$ cat src/rtl/alu_exec_unit_if.sv
// Request/response bundle between the ID/EX register, the execute ALU and EX/MEM.
// The master side issues operations and accepts results; the slave side is the ALU.
interface alu_exec_unit_if #(
    parameter int DATA_WIDTH = 32
);
    logic                  in_valid;
    logic                  in_ready;
    logic [3:0]            Operation;
    logic [DATA_WIDTH-1:0] SrcA;
    logic [DATA_WIDTH-1:0] SrcB;
    logic                  out_valid;
    logic                  out_ready;
    logic [DATA_WIDTH-1:0] ALUResult;
    logic                  Zero;
    logic                  busy;

    modport master (
        output in_valid, Operation, SrcA, SrcB, out_ready,
        input  in_ready, out_valid, ALUResult, Zero, busy
    );

    modport slave (
        input  in_valid, Operation, SrcA, SrcB, out_ready,
        output in_ready, out_valid, ALUResult, Zero, busy
    );
endinterface

$ cat src/rtl/alu_exec_unit.sv
// Execute-stage ALU with registered result/Zero and valid/ready handshakes; shifts run
// one bit per cycle unless ALU_FAST_SHIFT_EN selects a single-cycle barrel shifter.
//
//   state | meaning
//   ------+------------------------------------------
//   IDLE  | no shift in progress, may accept requests
//   SHIFT | serial shift in progress, busy=1
module alu_exec_unit #(
    parameter int DATA_WIDTH  = 32,
    parameter int SHAMT_WIDTH = 5
) (
    input  logic            clk,
    input  logic            reset,
    alu_exec_unit_if.slave  bus
);
    localparam logic [3:0] OP_AND = 4'b0000;
    localparam logic [3:0] OP_OR  = 4'b0001;
    localparam logic [3:0] OP_ADD = 4'b0010;
    localparam logic [3:0] OP_XOR = 4'b0011;
    localparam logic [3:0] OP_SLL = 4'b0100;
    localparam logic [3:0] OP_SRL = 4'b0101;
    localparam logic [3:0] OP_SUB = 4'b0110;
    localparam logic [3:0] OP_SRA = 4'b0111;
    localparam logic [3:0] OP_EQ  = 4'b1000;
    localparam logic [3:0] OP_SLT = 4'b1100;

    typedef enum logic {IDLE, SHIFT} state_t;

    state_t                 state_q, state_d;
    logic                   out_valid_q;
    logic                   zero_q;
    logic [DATA_WIDTH-1:0]  result_q;
    logic [DATA_WIDTH-1:0]  imm_result;
    logic [DATA_WIDTH-1:0]  shift_next;
    logic [SHAMT_WIDTH-1:0] shamt;
    logic                   in_ready_int;
    logic                   busy_int;
    logic                   accept;
    logic                   start_shift;
    logic                   shift_done;

    assign shamt  = bus.SrcB[SHAMT_WIDTH-1:0];
    assign accept = bus.in_valid && in_ready_int;

    // Result of every operation that finishes at its acceptance edge.
    always_comb begin
        imm_result = '0;
        case (bus.Operation)
            OP_AND: imm_result = bus.SrcA & bus.SrcB;
            OP_OR:  imm_result = bus.SrcA | bus.SrcB;
            OP_ADD: imm_result = bus.SrcA + bus.SrcB;
            OP_XOR: imm_result = bus.SrcA ^ bus.SrcB;
            OP_SUB: imm_result = bus.SrcA - bus.SrcB;
`ifdef ALU_FAST_SHIFT_EN
            OP_SLL: imm_result = bus.SrcA << shamt;
            OP_SRL: imm_result = bus.SrcA >> shamt;
            OP_SRA: imm_result = $unsigned($signed(bus.SrcA) >>> shamt);
`else
            OP_SLL: imm_result = bus.SrcA;
            OP_SRL: imm_result = bus.SrcA;
            OP_SRA: imm_result = bus.SrcA;
`endif
            OP_EQ:  imm_result = (bus.SrcA == bus.SrcB) ? '0 : {{(DATA_WIDTH-1){1'b0}}, 1'b1};
            OP_SLT: imm_result = {{(DATA_WIDTH-1){1'b0}},
                                  ($signed(bus.SrcA) < $signed(bus.SrcB))};
            default: imm_result = '0;
        endcase
    end

`ifdef ALU_FAST_SHIFT_EN
    assign start_shift = 1'b0;
    assign shift_done  = 1'b0;
    assign shift_next  = '0;
`else
    logic                   is_shift;
    logic [DATA_WIDTH-1:0]  work_q;
    logic [SHAMT_WIDTH-1:0] cnt_q;
    logic [1:0]             sop_q;

    assign is_shift    = (bus.Operation == OP_SLL) || (bus.Operation == OP_SRL) ||
                         (bus.Operation == OP_SRA);
    assign start_shift = accept && is_shift && (shamt != '0);
    assign shift_done  = (state_q == SHIFT) && (cnt_q == SHAMT_WIDTH'(1));

    // sop_q holds Operation[1:0]: 00 SLL, 01 SRL, 11 SRA.
    always_comb begin
        shift_next = work_q;
        case (sop_q)
            2'b00:   shift_next = {work_q[DATA_WIDTH-2:0], 1'b0};
            2'b01:   shift_next = {1'b0, work_q[DATA_WIDTH-1:1]};
            default: shift_next = {work_q[DATA_WIDTH-1], work_q[DATA_WIDTH-1:1]};
        endcase
    end

    // Shift count is a down-counter; terminal count 1 completes the shift.
    always_ff @(posedge clk) begin
        if (reset) begin
            work_q <= '0;
            cnt_q  <= '0;
            sop_q  <= 2'b00;
        end else if (accept && is_shift) begin
            work_q <= bus.SrcA;
            cnt_q  <= shamt;
            sop_q  <= bus.Operation[1:0];
        end else if (state_q == SHIFT) begin
            work_q <= shift_next;
            cnt_q  <= cnt_q - SHAMT_WIDTH'(1);
        end
    end
`endif

    always_ff @(posedge clk) begin
        if (reset) begin
            state_q <= IDLE;
        end else begin
            state_q <= state_d;
        end
    end

    always_comb begin
        state_d = state_q;
        case (state_q)
            IDLE:    if (start_shift) state_d = SHIFT;
            SHIFT:   if (shift_done)  state_d = IDLE;
            default: state_d = IDLE;
        endcase
    end

    always_comb begin
        in_ready_int = (state_q == IDLE) && (!out_valid_q || bus.out_ready);
`ifdef ALU_FAST_SHIFT_EN
        busy_int     = 1'b0;
`else
        busy_int     = (state_q == SHIFT);
`endif
    end

    // A new result takes priority over draining the old one, so out_valid stays high.
    always_ff @(posedge clk) begin
        if (reset) begin
            out_valid_q <= 1'b0;
            result_q    <= '0;
            zero_q      <= 1'b1;
        end else if (accept && !start_shift) begin
            out_valid_q <= 1'b1;
            result_q    <= imm_result;
            zero_q      <= (imm_result == '0);
        end else if (shift_done) begin
            out_valid_q <= 1'b1;
            result_q    <= shift_next;
            zero_q      <= (shift_next == '0);
        end else if (out_valid_q && bus.out_ready) begin
            out_valid_q <= 1'b0;
        end
    end

    assign bus.in_ready  = in_ready_int;
    assign bus.busy      = busy_int;
    assign bus.out_valid = out_valid_q;
    assign bus.ALUResult = result_q;
    assign bus.Zero      = zero_q;
endmodule

$ cat src/flat_wrapper.sv
// flat-port wrapper written by rule: the top's interface ports become plain ports
module alu_exec_unit_flat 
#(
    parameter int DATA_WIDTH  = 32,
    parameter int SHAMT_WIDTH = 5
)
  (clk, reset, bus_in_valid, bus_Operation, bus_SrcA, bus_SrcB, bus_out_ready, bus_in_ready, bus_out_valid, bus_ALUResult, bus_Zero, bus_busy);
  alu_exec_unit_if #(.DATA_WIDTH(DATA_WIDTH)) bus_i ();
  input  logic clk;
  input  logic reset;
  input wire logic [$bits(bus_i.in_valid)-1:0] bus_in_valid;
  input wire logic [$bits(bus_i.Operation)-1:0] bus_Operation;
  input wire logic [$bits(bus_i.SrcA)-1:0] bus_SrcA;
  input wire logic [$bits(bus_i.SrcB)-1:0] bus_SrcB;
  input wire logic [$bits(bus_i.out_ready)-1:0] bus_out_ready;
  output wire logic [$bits(bus_i.in_ready)-1:0] bus_in_ready;
  output wire logic [$bits(bus_i.out_valid)-1:0] bus_out_valid;
  output wire logic [$bits(bus_i.ALUResult)-1:0] bus_ALUResult;
  output wire logic [$bits(bus_i.Zero)-1:0] bus_Zero;
  output wire logic [$bits(bus_i.busy)-1:0] bus_busy;
  assign bus_i.in_valid = bus_in_valid;
  assign bus_i.Operation = bus_Operation;
  assign bus_i.SrcA = bus_SrcA;
  assign bus_i.SrcB = bus_SrcB;
  assign bus_i.out_ready = bus_out_ready;
  assign bus_in_ready = bus_i.in_ready;
  assign bus_out_valid = bus_i.out_valid;
  assign bus_ALUResult = bus_i.ALUResult;
  assign bus_Zero = bus_i.Zero;
  assign bus_busy = bus_i.busy;
  alu_exec_unit #(.DATA_WIDTH(DATA_WIDTH), .SHAMT_WIDTH(SHAMT_WIDTH)) u_core (.clk(clk), .reset(reset), .bus(bus_i));
endmodule
$ cat config.mk
export PLATFORM = sky130hd
export DESIGN_NAME = alu_exec_unit_flat
export DESIGN_NICKNAME = d
export VERILOG_FILES = /design/src/rtl/alu_exec_unit_if.sv /design/src/rtl/alu_exec_unit.sv /design/src/flat_wrapper.sv
export SDC_FILE = /design/constraint.sdc
export NUM_CORES = 1
export LEC_CHECK = 0
export BUFFER_PORTS_ARGS = -buffer_cell sky130_fd_sc_hd__buf_2
export CAP_MARGIN = 20
export CORE_MARGIN = 4
export CORE_UTILIZATION = 45
export CTS_CLUSTER_DIAMETER = 100
export DETAILED_ROUTE_END_ITERATION = 6
export PLACE_DENSITY = 0.76
export SLEW_MARGIN = 20
export SYNTH_ARGS = -nofsm -noshare
export SYNTH_HDL_FRONTEND = slang
export SYNTH_SLANG_ARGS = --single-unit
$ cat constraint.sdc
create_clock -name clk -period 10.65 [get_ports clk]
set_clock_uncertainty 0.15 [all_clocks]
set_input_delay 1.5975 -clock clk [delete_from_list [all_inputs] [get_ports clk]]
set_output_delay 1.5975 -clock clk [all_outputs]
set_load 0.05 [all_outputs]
==> flow_metrics.py <==
metrics = {
    "synthesis": {
        "synth_fp_nets": 1564,
        "ys_types": 99,
        "syn_inst": 1389,
        "synth_area_um2": 9640,
        "synth_area_leader_cell": "dfxtp_1",
        "ys_ff_latch": 74,
        "synth.area.top_cells": "dfxtp_1 15%, ha_1 13%, a21oi_1 8.1%",
        "syn_avg_cell_area_um2": 6.941,
        "synth_top_area_frac": 0.1537,
        "async_flop_share": 0,
        "synth_seq_area_share": 0.1537,
        "yosysWarningCount": 0,
        "synth-edff-count": 0,
        "synth_flop_cell": "dfxtp_1",
    },
    "cells_and_area": {
        "syn_to_final_growth_pct": 9.877,
        "drive_above_1_share": 0.1517,
        "most-common-layout-cells": "192 x nor2_1, 155 x a21oi_1, 125 x nand2_1",
        "nFillCells": 2125,
        "antenna_cells": 0,
        "final_core_util": 0.5039,
        "final_common_cell": "nor2_1",
        "nets": 1607,
    },
    "floorplan": {
        "die_w_um": 154.4,
        "rows": 53,
        "dieArea_um2": 23830,
        "ios": 108,
        "start_util": 0.4586,
        "die_h_um": 154.4,
        "core_um2": 21020,
    },
    "global_route": {
        "grt_max_degree": 75,
        "grt-ovfl-total": 0,
        "grt_pass1_vias": 10370,
        "antenna_found_initial": 0,
        "grt_usage": 0.3086,
        "grt_pass1_wl_mm": 59.21,
    },
    "run": {
        "cap_violations": 0,
    },
    "power": {
        "p_switching_uw": 469.8,
        "p_int_uw": 615.1,
        "p_per_area_nw_per_um2": 102.4,
        "p_leak_nw": 4.570,
        "ir_drop_v": 0.00008309,
        "p_comb_frac": 0.458,
        "seq_power_share": 0.280,
        "p_clk_frac": 0.262,
        "total_power_mw": 1.085,
        "p_sw_frac": 0.4330,
    },
    "detailed_routing": {
        "ant_nets": 0,
        "first_iter_violations": 1386,
        "wl_mm": 38.25,
        "post_drt_wl_per_cell_um": 22.34,
        "vias_per_cell": 6.554,
        "first_pass_iters": 6,
        "via_count": 11220,
        "drc_errors": 0,
    },
    "critical_path": {
        "end_kind": "register",
        "r2r_start": "u_core.bus.out_valid",
        "crit_start": "bus_Operation[1]",
        "worstPathRequired_ps": 10760,
        "crit_path_max_fanout": 40,
        "start_kind": "primary input",
        "worstPathArrival_ps": 5810,
        "critPathKind": "primary input to register",
    },
    "clocking": {
        "post_cts_buffers": 0,
        "cts_root_buffer": "clkbuf_16",
        "numCtsBuffers": 9,
        "clk_latency_ps": 340,
        "ctsHtreeMaxLevel": 3,
        "clk_pin_slew_ps": 60,
        "cts_tree": "done",
        "ctsResizeCount": 0,
        "postCtsHoldBufs": 0,
        "cts_buffer_depth": 2,
        "cts.sinks": 74,
    },
    "timing": {
        "slew_headroom": 0.2768,
        "tightest_slew_ps": 1077,
        "setup_tns_ps": 0,
        "final_hold_viol_count": 0,
        "setup_violations": 0,
        "rsz0062_at_grt": "false",
        "period_minus_slack_ps": 5698,
        "max_freq_mhz": 175.5,
        "post-route-period-util": 0.5350,
        "finalMaxSlewViolations": 0,
    },
    "run_status": {
        "status": "finished clean",
    },
    "place": {
        "gp_congestion": 1.051,
        "place_hpwl_mm": 28.98,
        "io_buffers": 107,
    },
    "min_path": {
        "min_path_type": "register to register",
        "min_from": "u_core.work_q[20]",
    },
}
==> flip-flops by register name (all words and copies together), names as in the netlist <==
register and flops:
u_core.sop_q 2, u_core.bus.out_valid 1, u_core.bus.ALUResult 32, u_core.work_q 32
u_core.cnt_q 5, u_core.bus.busy 1, u_core.bus.Zero 1
==> area by class of cell <==
type | instances | area (µm²) | area share
Clock buffer | 11 | 242.7 | 0.02292
Clock inverter | 5 | 30.03 | 0.002835
Multi-Input combinational cell | 1120 | 7417 | 0.7002
Inverter | 103 | 386.6 | 0.03650
Sequential cell | 74 | 1481 | 0.1399
Timing Repair Buffer | 124 | 690.7 | 0.06520
Tap cell | 275 | 344.1 | 0.03248
==> critical path, cell delays in order <==
cell and delay [ps]:
buf_2 80, buf_4 410, inv_1 470, nand2_1 650, buf_8 240, o221ai_1 160
a221oi_1 460, nand2_1 110, or4_4 430, nor4_2 320, nand4b_1 150, or4b_1 490
o31ai_1 230
==> worst paths after layout <==
| path | end | slack (ps) | cells after the start |
|---|---|---|---|
| hold reg to reg | u_core.work_q[20] | 320 | 2 |
| setup reg to reg | u_core.bus.Zero | 7500 | 10 |
| hold / removal | u_core.work_q[20] | 320 | 2 |
| setup / recovery | u_core.bus.Zero | 4950 | 13 |
==> power by group through the flow <==
stage | clock (mW) | sequential (mW) | combinational (mW)
after detailed placement | 0 | 0.309 | 0.480
after global placement | 0 | 0.309 | 0.479
after global routing | 0.297 | 0.305 | 0.536
final | 0.284 | 0.304 | 0.497
after CTS | 0.286 | 0.303 | 0.483
after floorplan | 0 | 0.344 | 0.305
==> Yosys cell counts, types with 8 or more instances <==
| cell | number |
|---|---|
| buf_2 | 19 |
| nor4_1 | 21 |
| nor3_1 | 62 |
| a21oi_1 | 156 |
| a221oi_1 | 11 |
| clkbuf_1 | 61 |
| a211oi_1 | 14 |
| o21ai_0 | 54 |
| nor2_1 | 195 |
| ha_1 | 101 |
| a21o_1 | 17 |
| a221o_1 | 8 |
| nand3_1 | 12 |
| o21bai_1 | 8 |
| o31ai_1 | 15 |
| nor2b_1 | 16 |
| inv_1 | 100 |
| a22oi_1 | 48 |
| o221ai_1 | 12 |
| o211ai_1 | 17 |
| nand4_1 | 16 |
| nand2b_1 | 12 |
| nand2_1 | 125 |
| mux2_2 | 34 |
| dfxtp_1 | 74 |
| mux2i_1 | 11 |
==> through the flow <==
| stage | instance area, µm² | hold WS [ps] | setup slack [ps] | instances |
|---|---|---|---|---|
| after global routing | 10590 | 337.6 | 4728 | 1712 |
| after CTS | 10550 | 310.8 | 4786 | 1710 |
| after detailed placement | 10280 | 300.9 | 4455 | 1694 |
| final | 10590 | 317.3 | 4952 | 1712 |
| after floorplan | 9641 | 282.9 | 5814 | 1389 |
| after global placement | 10270 | 292.5 | 4416 | 1694 |
==> cell families after synthesis <==
group,after synthesis,share of synthesized area
and+or+nand+nor,504,0.2445
AOI/OAI and AO/OA,459,0.3258
buffers and inverters,195,0.08151
adders and majority gates,103,0.1352
DFF,74,0.1537
muxes,45,0.05114
xor gates and xnor gates,9,0.008177
==> routing by layer <==
layer,global-route usage,part of all wire,up-vias,wire (µm)
met5,0,0,-,0
met4,0.1602,0.061,0,2325
met3,0.04896,0.10,130,4006
met2,0.4829,0.44,744,16800
met1,0.4098,0.40,5221,15120
li1,-,-,5125,-
Power figures use the tool's default switching activity.
